File: src/rtl/fm_op_sequencer.sv
// fm_op_sequencer: shares one FM operator across four slots per audio sample.
// Owns per-slot phase/phaseinc/amplitude, routes modulation per algorithm,
// and mixes carrier results into a saturated 16-bit sample.
module fm_op_sequencer #(
  parameter int unsigned NSLOTS     = 4,
  parameter int unsigned OP_LATENCY = 2,
  parameter int unsigned DIV        = 500
) (
  input  logic        clk24,
  input  logic        rst,
  input  logic        cfg_we,
  input  logic [3:0]  cfg_addr,
  input  logic [15:0] cfg_data,
  input  logic [1:0]  algo,
  input  logic        trig,
  output logic        op_valid,
  output logic [15:0] op_phase,
  output logic [15:0] op_modin,
  output logic [15:0] op_amplitude,
  input  logic [15:0] op_result,
  output logic [15:0] sample_out,
  output logic        sample_valid,
  output logic        overrun
);

  localparam int unsigned CW = (DIV > 1) ? $clog2(DIV) : 1;
  localparam int unsigned WW = (OP_LATENCY > 1) ? $clog2(OP_LATENCY) : 1;

  typedef enum logic [1:0] {S_IDLE, S_ISSUE, S_WAIT, S_MIX} state_t;

  state_t        state_q, state_d;
  logic [CW-1:0] cnt_q, cnt_d;
  logic [1:0]    slot_q, slot_d;
  logic [WW-1:0] wcnt_q, wcnt_d;
  logic [1:0]    algo_q, algo_d;
  logic          pend_q, pend_d;
  logic [15:0]   phase_q [NSLOTS];
  logic [15:0]   phase_d [NSLOTS];
  logic [15:0]   inc_q   [NSLOTS];
  logic [15:0]   inc_d   [NSLOTS];
  logic [15:0]   amp_q   [NSLOTS];
  logic [15:0]   amp_d   [NSLOTS];
  logic [15:0]   res_q   [NSLOTS];
  logic [15:0]   res_d   [NSLOTS];
  logic          op_valid_q, op_valid_d;
  logic [15:0]   op_phase_q, op_phase_d;
  logic [15:0]   op_modin_q, op_modin_d;
  logic [15:0]   op_amp_q, op_amp_d;
  logic [15:0]   sample_q, sample_d;
  logic          sval_q, sval_d;
  logic          ovr_q, ovr_d;

  logic          tick;
  logic          wait_last;
  logic [15:0]   modin;
  logic [1:0]    up_slot;
  logic signed [17:0] mix_sum;
  logic          cfg_addr_unused;

  assign tick            = (cnt_q == CW'(DIV - 1));
  assign wait_last       = (state_q == S_WAIT) && (wcnt_q == WW'(OP_LATENCY - 1));
  assign cfg_addr_unused = cfg_addr[1];

  function automatic logic signed [17:0] sx(input logic [15:0] v);
    return {{2{v[15]}}, v};
  endfunction

  // State register
  always_ff @(posedge clk24) begin
    if (rst) state_q <= S_IDLE;
    else     state_q <= state_d;
  end

  // Next-state: tick starts a sequence, slots 3..0 each ISSUE then WAIT, then MIX
  always_comb begin
    state_d = state_q;
    unique case (state_q)
      S_IDLE:  if (tick) state_d = S_ISSUE;
      S_ISSUE: state_d = S_WAIT;
      S_WAIT:  if (wait_last) state_d = (slot_q == 2'd0) ? S_MIX : S_ISSUE;
      S_MIX:   state_d = S_IDLE;
      default: state_d = S_IDLE;
    endcase
  end

  // Datapath and registered-output next values
  always_comb begin
    cnt_d      = tick ? '0 : cnt_q + CW'(1);
    slot_d     = slot_q;
    wcnt_d     = wcnt_q;
    algo_d     = algo_q;
    pend_d     = pend_q;
    phase_d    = phase_q;
    inc_d      = inc_q;
    amp_d      = amp_q;
    res_d      = res_q;
    op_valid_d = 1'b0;
    op_phase_d = op_phase_q;
    op_modin_d = op_modin_q;
    op_amp_d   = op_amp_q;
    sample_d   = sample_q;
    sval_d     = 1'b0;
    ovr_d      = ovr_q;
    modin      = '0;
    up_slot    = '0;
    mix_sum    = '0;

    if (cfg_we) begin
      if (cfg_addr[0]) amp_d[cfg_addr[3:2]] = cfg_data;
      else             inc_d[cfg_addr[3:2]] = cfg_data;
    end

    if (tick && (state_q != S_IDLE)) ovr_d = 1'b1;

    unique case (state_q)
      S_IDLE: begin
        if (tick) begin
          algo_d = algo;
          slot_d = 2'd3;
        end
        if (trig) for (int unsigned i = 0; i < NSLOTS; i++) phase_d[i] = '0;
      end
      S_ISSUE: begin
        phase_d[slot_q] = phase_q[slot_q] + inc_q[slot_q];
        wcnt_d          = '0;
        if (trig) pend_d = 1'b1;
      end
      S_WAIT: begin
        wcnt_d = wcnt_q + WW'(1);
        if (trig) pend_d = 1'b1;
        if (wait_last) begin
          res_d[slot_q] = op_result;
          if (slot_q != 2'd0) slot_d = slot_q - 2'd1;
        end
      end
      S_MIX: begin
        // Deferred trig clears on the edge into IDLE, discarding this sequence's phase advance
        if (pend_q || trig) for (int unsigned i = 0; i < NSLOTS; i++) phase_d[i] = '0;
        pend_d = 1'b0;
      end
      default: ;
    endcase

    // Issue values use res_d so a result captured on this edge can feed the next slot
    if (state_d == S_ISSUE) begin
      up_slot = slot_d + 2'd1;
      unique case (algo_d)
        2'd0:    modin = (slot_d == 2'd3) ? '0 : res_d[up_slot];
        2'd1:    modin = (slot_d == 2'd2) ? res_d[3] : ((slot_d == 2'd0) ? res_d[1] : '0);
        2'd2:    modin = '0;
        default: modin = (slot_d == 2'd3) ? '0 : res_d[3];
      endcase
      op_valid_d = 1'b1;
      op_phase_d = phase_q[slot_d];
      op_amp_d   = amp_q[slot_d];
      op_modin_d = modin;
    end

    if (state_d == S_MIX) begin
      unique case (algo_q)
        2'd0:    mix_sum = sx(res_d[0]);
        2'd1:    mix_sum = sx(res_d[0]) + sx(res_d[2]);
        2'd2:    mix_sum = sx(res_d[0]) + sx(res_d[1]) + sx(res_d[2]) + sx(res_d[3]);
        default: mix_sum = sx(res_d[0]) + sx(res_d[1]) + sx(res_d[2]);
      endcase
      sval_d = 1'b1;
      if (mix_sum > 18'sd32767)       sample_d = 16'h7FFF;
      else if (mix_sum < -18'sd32768) sample_d = 16'h8000;
      else                            sample_d = mix_sum[15:0];
    end
  end

  // Datapath registers
  always_ff @(posedge clk24) begin
    if (rst) begin
      cnt_q      <= '0;
      slot_q     <= '0;
      wcnt_q     <= '0;
      algo_q     <= '0;
      pend_q     <= 1'b0;
      for (int unsigned i = 0; i < NSLOTS; i++) begin
        phase_q[i] <= '0;
        inc_q[i]   <= '0;
        amp_q[i]   <= '0;
        res_q[i]   <= '0;
      end
      op_valid_q <= 1'b0;
      op_phase_q <= '0;
      op_modin_q <= '0;
      op_amp_q   <= '0;
      sample_q   <= '0;
      sval_q     <= 1'b0;
      ovr_q      <= 1'b0;
    end else begin
      cnt_q      <= cnt_d;
      slot_q     <= slot_d;
      wcnt_q     <= wcnt_d;
      algo_q     <= algo_d;
      pend_q     <= pend_d;
      phase_q    <= phase_d;
      inc_q      <= inc_d;
      amp_q      <= amp_d;
      res_q      <= res_d;
      op_valid_q <= op_valid_d;
      op_phase_q <= op_phase_d;
      op_modin_q <= op_modin_d;
      op_amp_q   <= op_amp_d;
      sample_q   <= sample_d;
      sval_q     <= sval_d;
      ovr_q      <= ovr_d;
    end
  end

  assign op_valid     = op_valid_q;
  assign op_phase     = op_phase_q;
  assign op_modin     = op_modin_q;
  assign op_amplitude = op_amp_q;
  assign sample_out   = sample_q;
  assign sample_valid = sval_q;
  assign overrun      = ovr_q;

endmodule

File: config.mk
export PLATFORM = sky130hd
export DESIGN_NAME = fm_op_sequencer
export DESIGN_NICKNAME = d
export VERILOG_FILES = /design/src/rtl/fm_op_sequencer.sv
export SDC_FILE = /design/constraint.sdc
export NUM_CORES = 1
export LEC_CHECK = 0
export CELL_PAD_IN_SITES_DETAIL_PLACEMENT = 1
export CELL_PAD_IN_SITES_GLOBAL_PLACEMENT = 1
export CORE_UTILIZATION = 44
export CTS_CLUSTER_SIZE = 16
export DETAILED_ROUTE_END_ITERATION = 10
export DONT_BUFFER_PORTS = 1
export GPL_TIMING_DRIVEN = 1
export PLACE_DENSITY = 0.86
export SKIP_CTS_REPAIR_TIMING = 1
export SLEW_MARGIN = 20
export SYNTH_ARGS = -nofsm -noshare
export SYNTH_HDL_FRONTEND = slang
export SYNTH_SLANG_ARGS = --single-unit
File: constraint.sdc
create_clock -name clk24 -period 6.2 [get_ports clk24]
set_input_delay 1.24 -clock clk24 [delete_from_list [all_inputs] [get_ports clk24]]
set_output_delay 1.24 -clock clk24 [all_outputs]
set_load 0.05 [all_outputs]
==> flow_metrics.py <==
metrics = {
    "final_layout": {
        "layout.filler_cells": 4843,
        "layout-area-overhead-vs-synth_pct": 12.3,
        "layout.nets": 2325,
        "antenna_cells_inserted": 0,
        "most-common-layout-cells": "448 x nand2_1, 338 x dfxtp_1, 248 x a21oi_1",
        "finalInstanceArea_um2": 20600,
        "final_common_cell": "nand2_1",
        "fraction_of_layout_cells_with_a_size_suffix_above_1_pct": 11.6,
    },
    "synthesis": {
        "synth_nets": 2360,
        "synthesis_stage_register_bit_count": 340,
        "netlist_area_um2": 18400,
        "synth_cell_type_count": 74,
        "syn_avg_cell_area_um2": 8.25,
        "yosys_warning_count": 0,
        "yosys-top-cells-area": "dfxtp_1 37%, nand2_1 9.2%, a21oi_1 6.9%, mux4_2 6.4%, ha_1 5.0%",
        "post-synth-top-area-cell": "dfxtp_1",
        "most_frequently_used_flop_master_after_synthesis": "dfxtp_1",
        "synth_top_area_share_pct": 37.1,
        "async_flop_share_pct": 0,
        "number_of_enable_type_register_cells_in_the_synthesized_netlist": 0,
        "post_synth_inst_count": 2225,
        "synth-seq-area-share_pct": 37.1,
    },
    "sta": {
        "finalWorstPathRequiredPeriod_ns": 6.07,
        "fmax_mhz": 165,
        "fin_crit_sh_pct": 98.0,
        "hold_violations": 0,
        "setup_viol": 0,
        "finalMaxSlewViolations": 0,
        "clock-skew-final_ns": 0.0142,
        "worst_slew_pin_slew_ns": 1.11,
        "hold-worst-slack_ns": 0.454,
        "relSlewSlack_pct": 25.9,
        "finalSetupTns_ns": 0,
    },
    "floorplanning": {
        "die_h_um": 206,
        "die_x_um": 206,
        "core_box_area_um2": 41000,
        "floorplan.initialDensity_pct": 44.8,
        "floorplan.rows": 74,
        "boundaryPins": 109,
        "design.die.area_um2": 42600,
    },
    "setup_path": {
        "crit_path_start_kind": "flip-flop",
        "critical-path-max-stage-delay_ns": 0.44,
        "timing.reg2reg.setup_slack_ns": 0.13,
        "critPathCaptureType": "flip-flop",
        "timing.critical_path.from": "state_q[0]",
        "setup.worst_path.end": "sample_out[11]",
        "reg2regPathDepth": 30,
        "r2r_end": "sample_out[11]",
        "critical-path-slowest-cell": "fa_1",
        "crit_required_ns": 6.71,
        "cp_data_arrival_time_ns": 6.59,
        "worstReg2RegStart": "state_q[0]",
        "cp_max_fo": 15,
        "timing.setup.critical_path_class": "flip-flop to flip-flop",
    },
    "clock_tree": {
        "clk_latency_ns": 0.58,
        "cts_tree": "yes",
        "cts_made_buffers": 40,
        "cts_sinks": 340,
        "ctsHtreeMaxLevel": 2,
        "ctsLongestPathBuffers": 3,
        "cts.reportedPaths.clkPinSlew_ns": 0.06,
        "cts_root_buffer": "clkbuf_16",
    },
    "power_and_ir_drop": {
        "netSwitchingPower_uw": 1100,
        "cellLeakagePower_uw": 0.00834,
        "power.sequential.fraction_pct": 46.2,
        "sw_frac_of_total_pct": 22.9,
        "pwr_density_cell_nw_per_um2": 232,
        "power_frac_comb_pct": 1.7,
        "power.share.clock_pct": 52.0,
        "cell_internal_pwr_uw": 3690,
        "power.ir.vdd_worst_uv": 242,
    },
    "grt": {
        "gr-usage-all-layers_pct": 29.1,
        "maximum_number_of_pins_on_one_net_before_global_route_repair": 303,
        "antenna_found_initial": 0,
        "grt_first_pass_wirelength_um": 96600,
        "grt_overflow": 0,
        "number_of_global_route_vias_before_repair": 17500,
    },
    "route": {
        "detail_route.drc_violations": 14,
        "routedWlPerCell_um": 22.9,
        "first_pass_iters": 9,
        "vias": 16900,
        "detail_route.wirelength_um": 63000,
        "drt-initial-drc-count": 1546,
        "route.antenna.remaining_nets": 0,
        "avgViaCountPerCell": 6.14,
    },
    "place": {
        "buffer_ports.inserted": 0,
        "hpwl_um": 40700,
        "finalWeightedCongestion": 0.949,
        "placed_inst_area_um2": 18900,
    },
    "run_status": {
        "violations": "DRC",
        "status": "complete, but fails checks",
    },
    "run": {
        "max_cap_violations": 0,
    },
    "hold_path": {
        "hold_path.class": "flip-flop to flip-flop",
    },
}
[how the worst min path moves through the flow]
stage                         start         to  slack, ns  depth (start not counted)
after global routing      amp_q[49]  amp_q[49]       0.47                          2
final                     amp_q[49]  amp_q[49]       0.45                          2
after global placement    inc_q[55]  inc_q[55]       0.44                          2
after floorplan            cnt_q[0]   cnt_q[0]       0.43                          1
after detailed placement  amp_q[62]  amp_q[62]       0.45                          2
after CTS                 inc_q[38]  inc_q[38]       0.46                          2
[metal layers]
layer / wire, um / GRT usage (%) / vias up / part of all wire (%)
li1: - / - / 7674 / -
met1: 25200 / 35.1 / 8434 / 40
met2: 30600 / 49.7 / 621 / 49
met3: 4590 / 5.85 / 156 / 7.3
met4: 2600 / 13.4 / 0 / 4.1
met5: 0 / 0 / - / 0
[cells in the mapped netlist (all sizes together) (3+ instances only)]
cell	n
a211oi	7
a21boi	3
a21o	13
a21oi	254
a221oi	10
a22oi	60
a311oi	33
a31oi	10
a32o	4
and2	8
and3	35
buf	28
clkbuf	118
clkinv	3
dfxtp	340
fa	20
ha	73
inv	96
mux2	4
mux2i	63
mux4	55
nand2	449
nand2b	15
nand3	21
nand4	7
nor2	235
nor2b	10
nor3	17
o2111ai	3
o211ai	12
o21a	6
o21ai	70
o21bai	10
o22a	8
o22ai	30
o31ai	3
or2	5
or3	4
xnor2	42
xor2	17
[kinds of logic (layout without fill, tap and decap cells)]
family                     Yosys count  count (layout)  share of synthesized area [%]
AOI/OAI and AO/OA                  552             552                           18.6
xor gates and xnor gates            59              59                           2.81
adders and majority gates           93              93                           7.15
buffers and inverters              245             240                           5.36
DFF                                340             340                           37.1
muxes                              122             122                           10.6
and+or+nand+nor                    814             814                           18.5
[power groups by stage]
stage / Combinational, uW / Clock, uW / Sequential, uW
after CTS: 82.5 / 2530 / 2210
after floorplan: 94.9 / 0 / 2260
after global placement: 76.1 / 0 / 2260
after global routing: 91.3 / 2610 / 2220
after detailed placement: 81.2 / 0 / 2260
final: 83.5 / 2490 / 2220
[critical path: cells and delay by family (launching register included)]
family          cells  cell delay (ns)
simple gates        5             0.75
xor+xnor            2             0.35
fa+ha+maj           4             1.26
flops               1             0.31
mux                 1             0.41
compound gates     11             1.93
buf+inv             7             0.99
[final cells by class]
cell class	instances	area, um^2	share of cell area (%)
Clock buffer	50	1080	5.23
Tap cell	532	666	3.23
Multi-Input combinational cell	1640	10800	52.5
Clock inverter	22	309	1.50
Sequential cell	340	6810	33.0
Timing Repair Buffer	69	574	2.78
Inverter	99	372	1.80
[per-stage QoR]
stage                     instances  utilization, %  power, uW  setup slack [ns]
final                          2752            50.3       4790             0.126
after global routing           2752            50.3       4920            -0.228
after CTS                      2745            49.5       4820            -0.202
after detailed placement       2673            46.2       2340            -0.157
after global placement         2673            46.2       2340          0.000108
after floorplan                2225               -       2350           0.00796
[sequential cells by signal, summed over array words and instances (netlist names)]
name,count
amp_q,64
algo_q,2
op_amplitude,16
state_q,2
wcnt_q,1
op_modin,16
op_phase,16
sample_out,16
phase_q,64
pend_q,1
inc_q,64
slot_q,2
sample_valid,1
op_valid,1
res_q,64
cnt_q,9
overrun,1
No activity file was read; power rests on OpenSTA's default activity.
==> edit 1: new RTL, same flow settings <==
`OP_LATENCY`: 2 -> 1.
--- a/src/rtl/fm_op_sequencer.sv
+++ b/src/rtl/fm_op_sequencer.sv
@@ -3,7 +3,7 @@
 // and mixes carrier results into a saturated 16-bit sample.
 module fm_op_sequencer #(
   parameter int unsigned NSLOTS     = 4,
-  parameter int unsigned OP_LATENCY = 2,
+  parameter int unsigned OP_LATENCY = 1,
   parameter int unsigned DIV        = 500
 ) (
   input  logic        clk24,
Behaviour: no difference found for any inputs over 10 cycles, from zero or initial values and one cycle with rst high; that may be too few to reach the edited logic, so the function may still have changed.
==> edit 1 against the unedited design <==
Die area grew 2.3%; non-clock buffer count grew 49; setup slack lost 0.30 ns; largest power group unchanged; the flow finishes with violations (negative setup slack); synthesized cell count grew 3.6%; maximum frequency shrank 4.7%; first-iteration DRC count grew 10%; cell area grew 6.0%; via count grew 8.8%; sequential share of layout area shrank 1.9 points; total power grew 5.2%; area after synthesis grew 2.4%; wire length grew 16%; sequential cell count is the same.
==> edit 1: results (changes against the unedited design) <==
| Metric | Value |
|---|---|
| Area contributors post-synth | `dfxtp_1 36%, nand2_1 9.3%, a21oi_1 6.5%, mux4_2 6.2%, nor2_1 4.9%` |
| Total CTS buffers | `41 (+2.5%)` |
| Hold Startpoint | `amp_q[50]` |
| First-pass detailed-route iteration total | `5 (-4)` |
| Startpoint types | `flip-flop` |
| Setup Skew | `0.04231 ns (+0.02812 ns)` |
| Failing checks | `negative setup slack` |
| Synthesized Nets | `2441 (+3.4%)` |
| # setup viols final | `15 (+15)` |
| Tightest hold margin | `0.4549 ns (+0.0007020 ns)` |
| Worst reg2reg path depth | `26 (-13%)` |
| GPL Wtd Cong | `0.8931 (-5.9%)` |
| Prevailing post-synth register cell | `dfxtp_1` |
| Peak supply drop | `0.1970 mV (-19%)` |
| Placed inst area | `19700 um^2 (+4.0%)` |
| Gr usage total | `0.3047 (+0.01356)` |
| DRT met1 WL | `28.24 mm (+12%)` |
| Worst-margin pin slew | `1.187 ns (+0.07512 ns)` |
| Switch Pwr | `1.126 mW (+2.5%)` |
| GR met1 Demand/Resource | `0.3656 (+0.01481)` |
| Avg Vias per Cell | `6.366 (+3.8%)` |
| Hpwl dp | `43.48 mm (+6.9%)` |
| Worst Hold Endpoint | `amp_q[50]` |
| Met3 wire len | `5.903 mm (+29%)` |
| CP max stage delay | `0.54 ns (+0.10 ns)` |
| Avg Inst Size Synth | `8.152 um^2 (-1.2%)` |
| First-pass GRT wire length | `105.3 mm (+9.0%)` |
| Leakage | `8.709 nW (+4.5%)` |
| Placement Setup Slack | `-0.1804 ns (-0.02339 ns)` |
| Layout Nets | `2450 (+5.4%)` |
| Pwr Total | `5.041 mW (+5.2%)` |
| Clock net power | `2.73 mW (+9.6%)` |
| Number of global-route vias before repair | `18920 (+7.9%)` |
| # H-tree levels | `2 (unchanged)` |
| Setup TNS | `-2.283 ns (-2.283 ns)` |
| Largest net degree at the start of global routing | `327 (+7.9%)` |
| Crit Reg-Reg Startpoint | `state_q[1]` |
| Final Non-Filler Cells | `2885 (+4.8%)` |
| Post-route setup slack | `-0.1713 ns (-0.2970 ns)` |
| GRT met3 Usage | `0.06477 (+0.006274)` |
| Register area share after synthesis | `0.3621 (-0.008535)` |
| Placed Instances | `2787 (+4.3%)` |
| Drt initial violations | `1702 (+10%)` |
| Worst Setup EP | `sample_out[11]` |
| GR Util met2 | `0.5244 (+0.02772)` |
| Synth top cells by count | `468 x nand2_1, 340 x dfxtp_1, 245 x nor2_1, 244 x a21oi_1, 118 x clkbuf_1` |
| WL/cell | `25.24 um (+10%)` |
| Met2 wire length | `35.39 mm (+16%)` |
| Crit path DAT | `6.83 ns (+0.24 ns)` |
| Share of cells above drive strength 1 | `0.1492 (+0.03342)` |
| Status | `complete, but fails checks` |
| Critical path fanouts, max | `7 (-8)` |
edit 1: cell count changes in the layout (fill, tap and decap cells not counted), sizes merged, moves of 10 or more:
cell and change:
or3 +11, nand2 +19, a21oi -10, o22ai -10
buf +46, o211ai +12, nor2 +12
edit 1: final cells by class:
type,count,area [um^2]
inverter,98,372.9
fill,4888,20170
timing repair buffer,118,1040
tap,539,674.4
clock inverter,23,369.1
multi-input combinational,1716,11430
clock buffer,51,1165
sequential,340,6810
edit 1: cells by family after synthesis:
kind of cell / count (synthesis) / share of synthesized area
buf+inv: 250 / 0.05212
fa+ha+maj: 93 / 0.06989
compound gates: 558 / 0.1882
flops: 340 / 0.3621
mux: 126 / 0.1028
simple gates: 883 / 0.1989
xor+xnor: 56 / 0.02609
==> edit 2: new RTL, same settings <==
Made on the original files. Take the reset off `op_modin_q`, `op_amp_q` and `sample_q` and load them in a clocked block of their own.
--- a/src/rtl/fm_op_sequencer.sv
+++ b/src/rtl/fm_op_sequencer.sv
@@ -186,9 +186,6 @@
       end
       op_valid_q <= 1'b0;
       op_phase_q <= '0;
-      op_modin_q <= '0;
-      op_amp_q   <= '0;
-      sample_q   <= '0;
       sval_q     <= 1'b0;
       ovr_q      <= 1'b0;
     end else begin
@@ -203,12 +200,15 @@
       res_q      <= res_d;
       op_valid_q <= op_valid_d;
       op_phase_q <= op_phase_d;
-      op_modin_q <= op_modin_d;
-      op_amp_q   <= op_amp_d;
-      sample_q   <= sample_d;
       sval_q     <= sval_d;
       ovr_q      <= ovr_d;
     end
+  end
+
+  always_ff @(posedge clk24) begin
+    op_modin_q <= op_modin_d;
+    op_amp_q   <= op_amp_d;
+    sample_q   <= sample_d;
   end
 
   assign op_valid     = op_valid_q;
Behaviour: no difference found for any inputs over 10 cycles, from zero or initial values and one cycle with rst high; that may be too few to reach the edited logic, so the function may still have changed.
==> edit 2 against the unedited design <==
Cell area grew 0.78%; critical path type unchanged; area after synthesis grew 1.3%; wire length shrank 0.99%; die area grew 1.3%; synthesized cell count shrank 2.8%; count of clock-buffer cells in the layout grew 6; sequential cell count is the same; setup slack gained 0.063 ns.
Power is not compared: it rests on default switching activity, and its combinational part moved more than twofold at a synthesized area within 25%.
==> edit 2: results (changes against the unedited design) <==
| Metric | Value |
|---|---|
| Status | `finished, final reports clean` |
| Worst reg2reg path depth | `25 (-17%)` |
| Slew HR | `0.2709 (+0.01191)` |
| Filler cells | `4781 (-1.3%)` |
| Largest net degree at the start of global routing | `281 (-7.3%)` |
| GPL Wtd Cong | `0.9338 (-1.6%)` |
| Met3 wire len | `4.986 mm (+8.6%)` |
| Capturing point of the worst reg2reg path | `sample_out[5]` |
| Fraction of area in non-clock buffers | `0.02738 (-0.0004568)` |
| Clock buf count | `56 (+12%)` |
| Clock buf/inv share | `0.06379 (-0.003470)` |
| Synthesized Nets | `2297 (-2.7%)` |
| Max Used Layer | `met5` |
| WL final | `62.36 mm (-0.99%)` |
| Drt initial violations | `1065 (-31%)` |
| FF/Latch Area | `7289 um^2 (+7.1%)` |
| Gr usage total | `0.2830 (-0.008157)` |
| Avg Inst Size Synth | `8.607 um^2 (+4.3%)` |
| Adder-cell area share of the yosys netlist | `0.07060 (-0.0009379)` |
| Vias after detailed routing | `16570 (-1.8%)` |
| Synth Area in XOR/XNOR | `0.02636 (-0.001781)` |
| Share of cells above drive strength 1 | `0.1164 (+0.0006315)` |
| Synth top cells by count | `454 x nand2_1, 292 x dfxtp_1, 210 x a21oi_1, 189 x nor2_1, 99 x inv_1` |
| Final Non-Filler Cells | `2697 (-2.0%)` |
| Tightest hold margin | `0.4547 ns (+0.0004840 ns)` |
| Synth cell types | `80 (+8.1%)` |
| Cells after Synth | `2162 (-2.8%)` |
| First-pass detailed-route iteration total | `5 (-4)` |
| Placed inst area | `19270 um^2 (+1.8%)` |
| Mux cell area share after synthesis | `0.1103 (+0.004735)` |
| Complex-gate fraction of the synthesized area | `0.1591 (-0.02650)` |
| EDFF count, synth | `48 (+48)` |
| Register area share after synthesis | `0.3916 (+0.02096)` |
| Placement Setup Slack | `-0.1334 ns (+0.02365 ns)` |
| Placed Instances | `2621 (-1.9%)` |
| Multi-input logic area | `10560 um^2 (-2.4%)` |
| Layout Nets | `2270 (-2.4%)` |
| Hpwl dp | `41.59 mm (+2.3%)` |
| Worst Hold Endpoint | `amp_q[30]` |
| GR met1 Demand/Resource | `0.3485 (-0.002255)` |
| DRT met1 WL | `25.12 mm (-0.13%)` |
| Area contributors post-synth | `dfxtp_1 31%, nand2_1 9.2%, edfxtp_1 7.7%, mux4_2 7.0%, a21oi_1 5.6%` |
| Met2 wire length | `30.04 mm (-1.9%)` |
## edit 2: changes by cell type in the layout (fill, tap and decap cells not counted), sizes merged, moves of 33 or more
| cell | unedited run | this run |
|---|---|---|
| o21ai | 70 | 36 |
| nor2 | 235 | 189 |
| edfxtp | 0 | 48 |
| dfxtp | 340 | 292 |
| a21oi | 254 | 210 |
| nand3 | 21 | 78 |
| a311oi | 33 | 0 |
## edit 2: worst max-delay path, cell delays in order (launching register included)
cell,delay (ns)
dfxtp_1,0.33
inv_1,0.08
ha_1,0.23
buf_4,0.18
nand3_2,0.19
buf_8,0.20
buf_4,0.17
mux2i_1,0.33
inv_1,0.17
fa_1,0.45
ha_1,0.37
a21oi_1,0.21
o21ai_0,0.20
or3_1,0.35
o21ai_1,0.24
xnor2_1,0.17
ha_1,0.32
nand4_1,0.14
and4b_1,0.24
o31a_1,0.25
o31ai_1,0.20
o211ai_1,0.21
buf_4,0.19
a22oi_4,0.16
buf_12,0.16
a21o_1,0.11
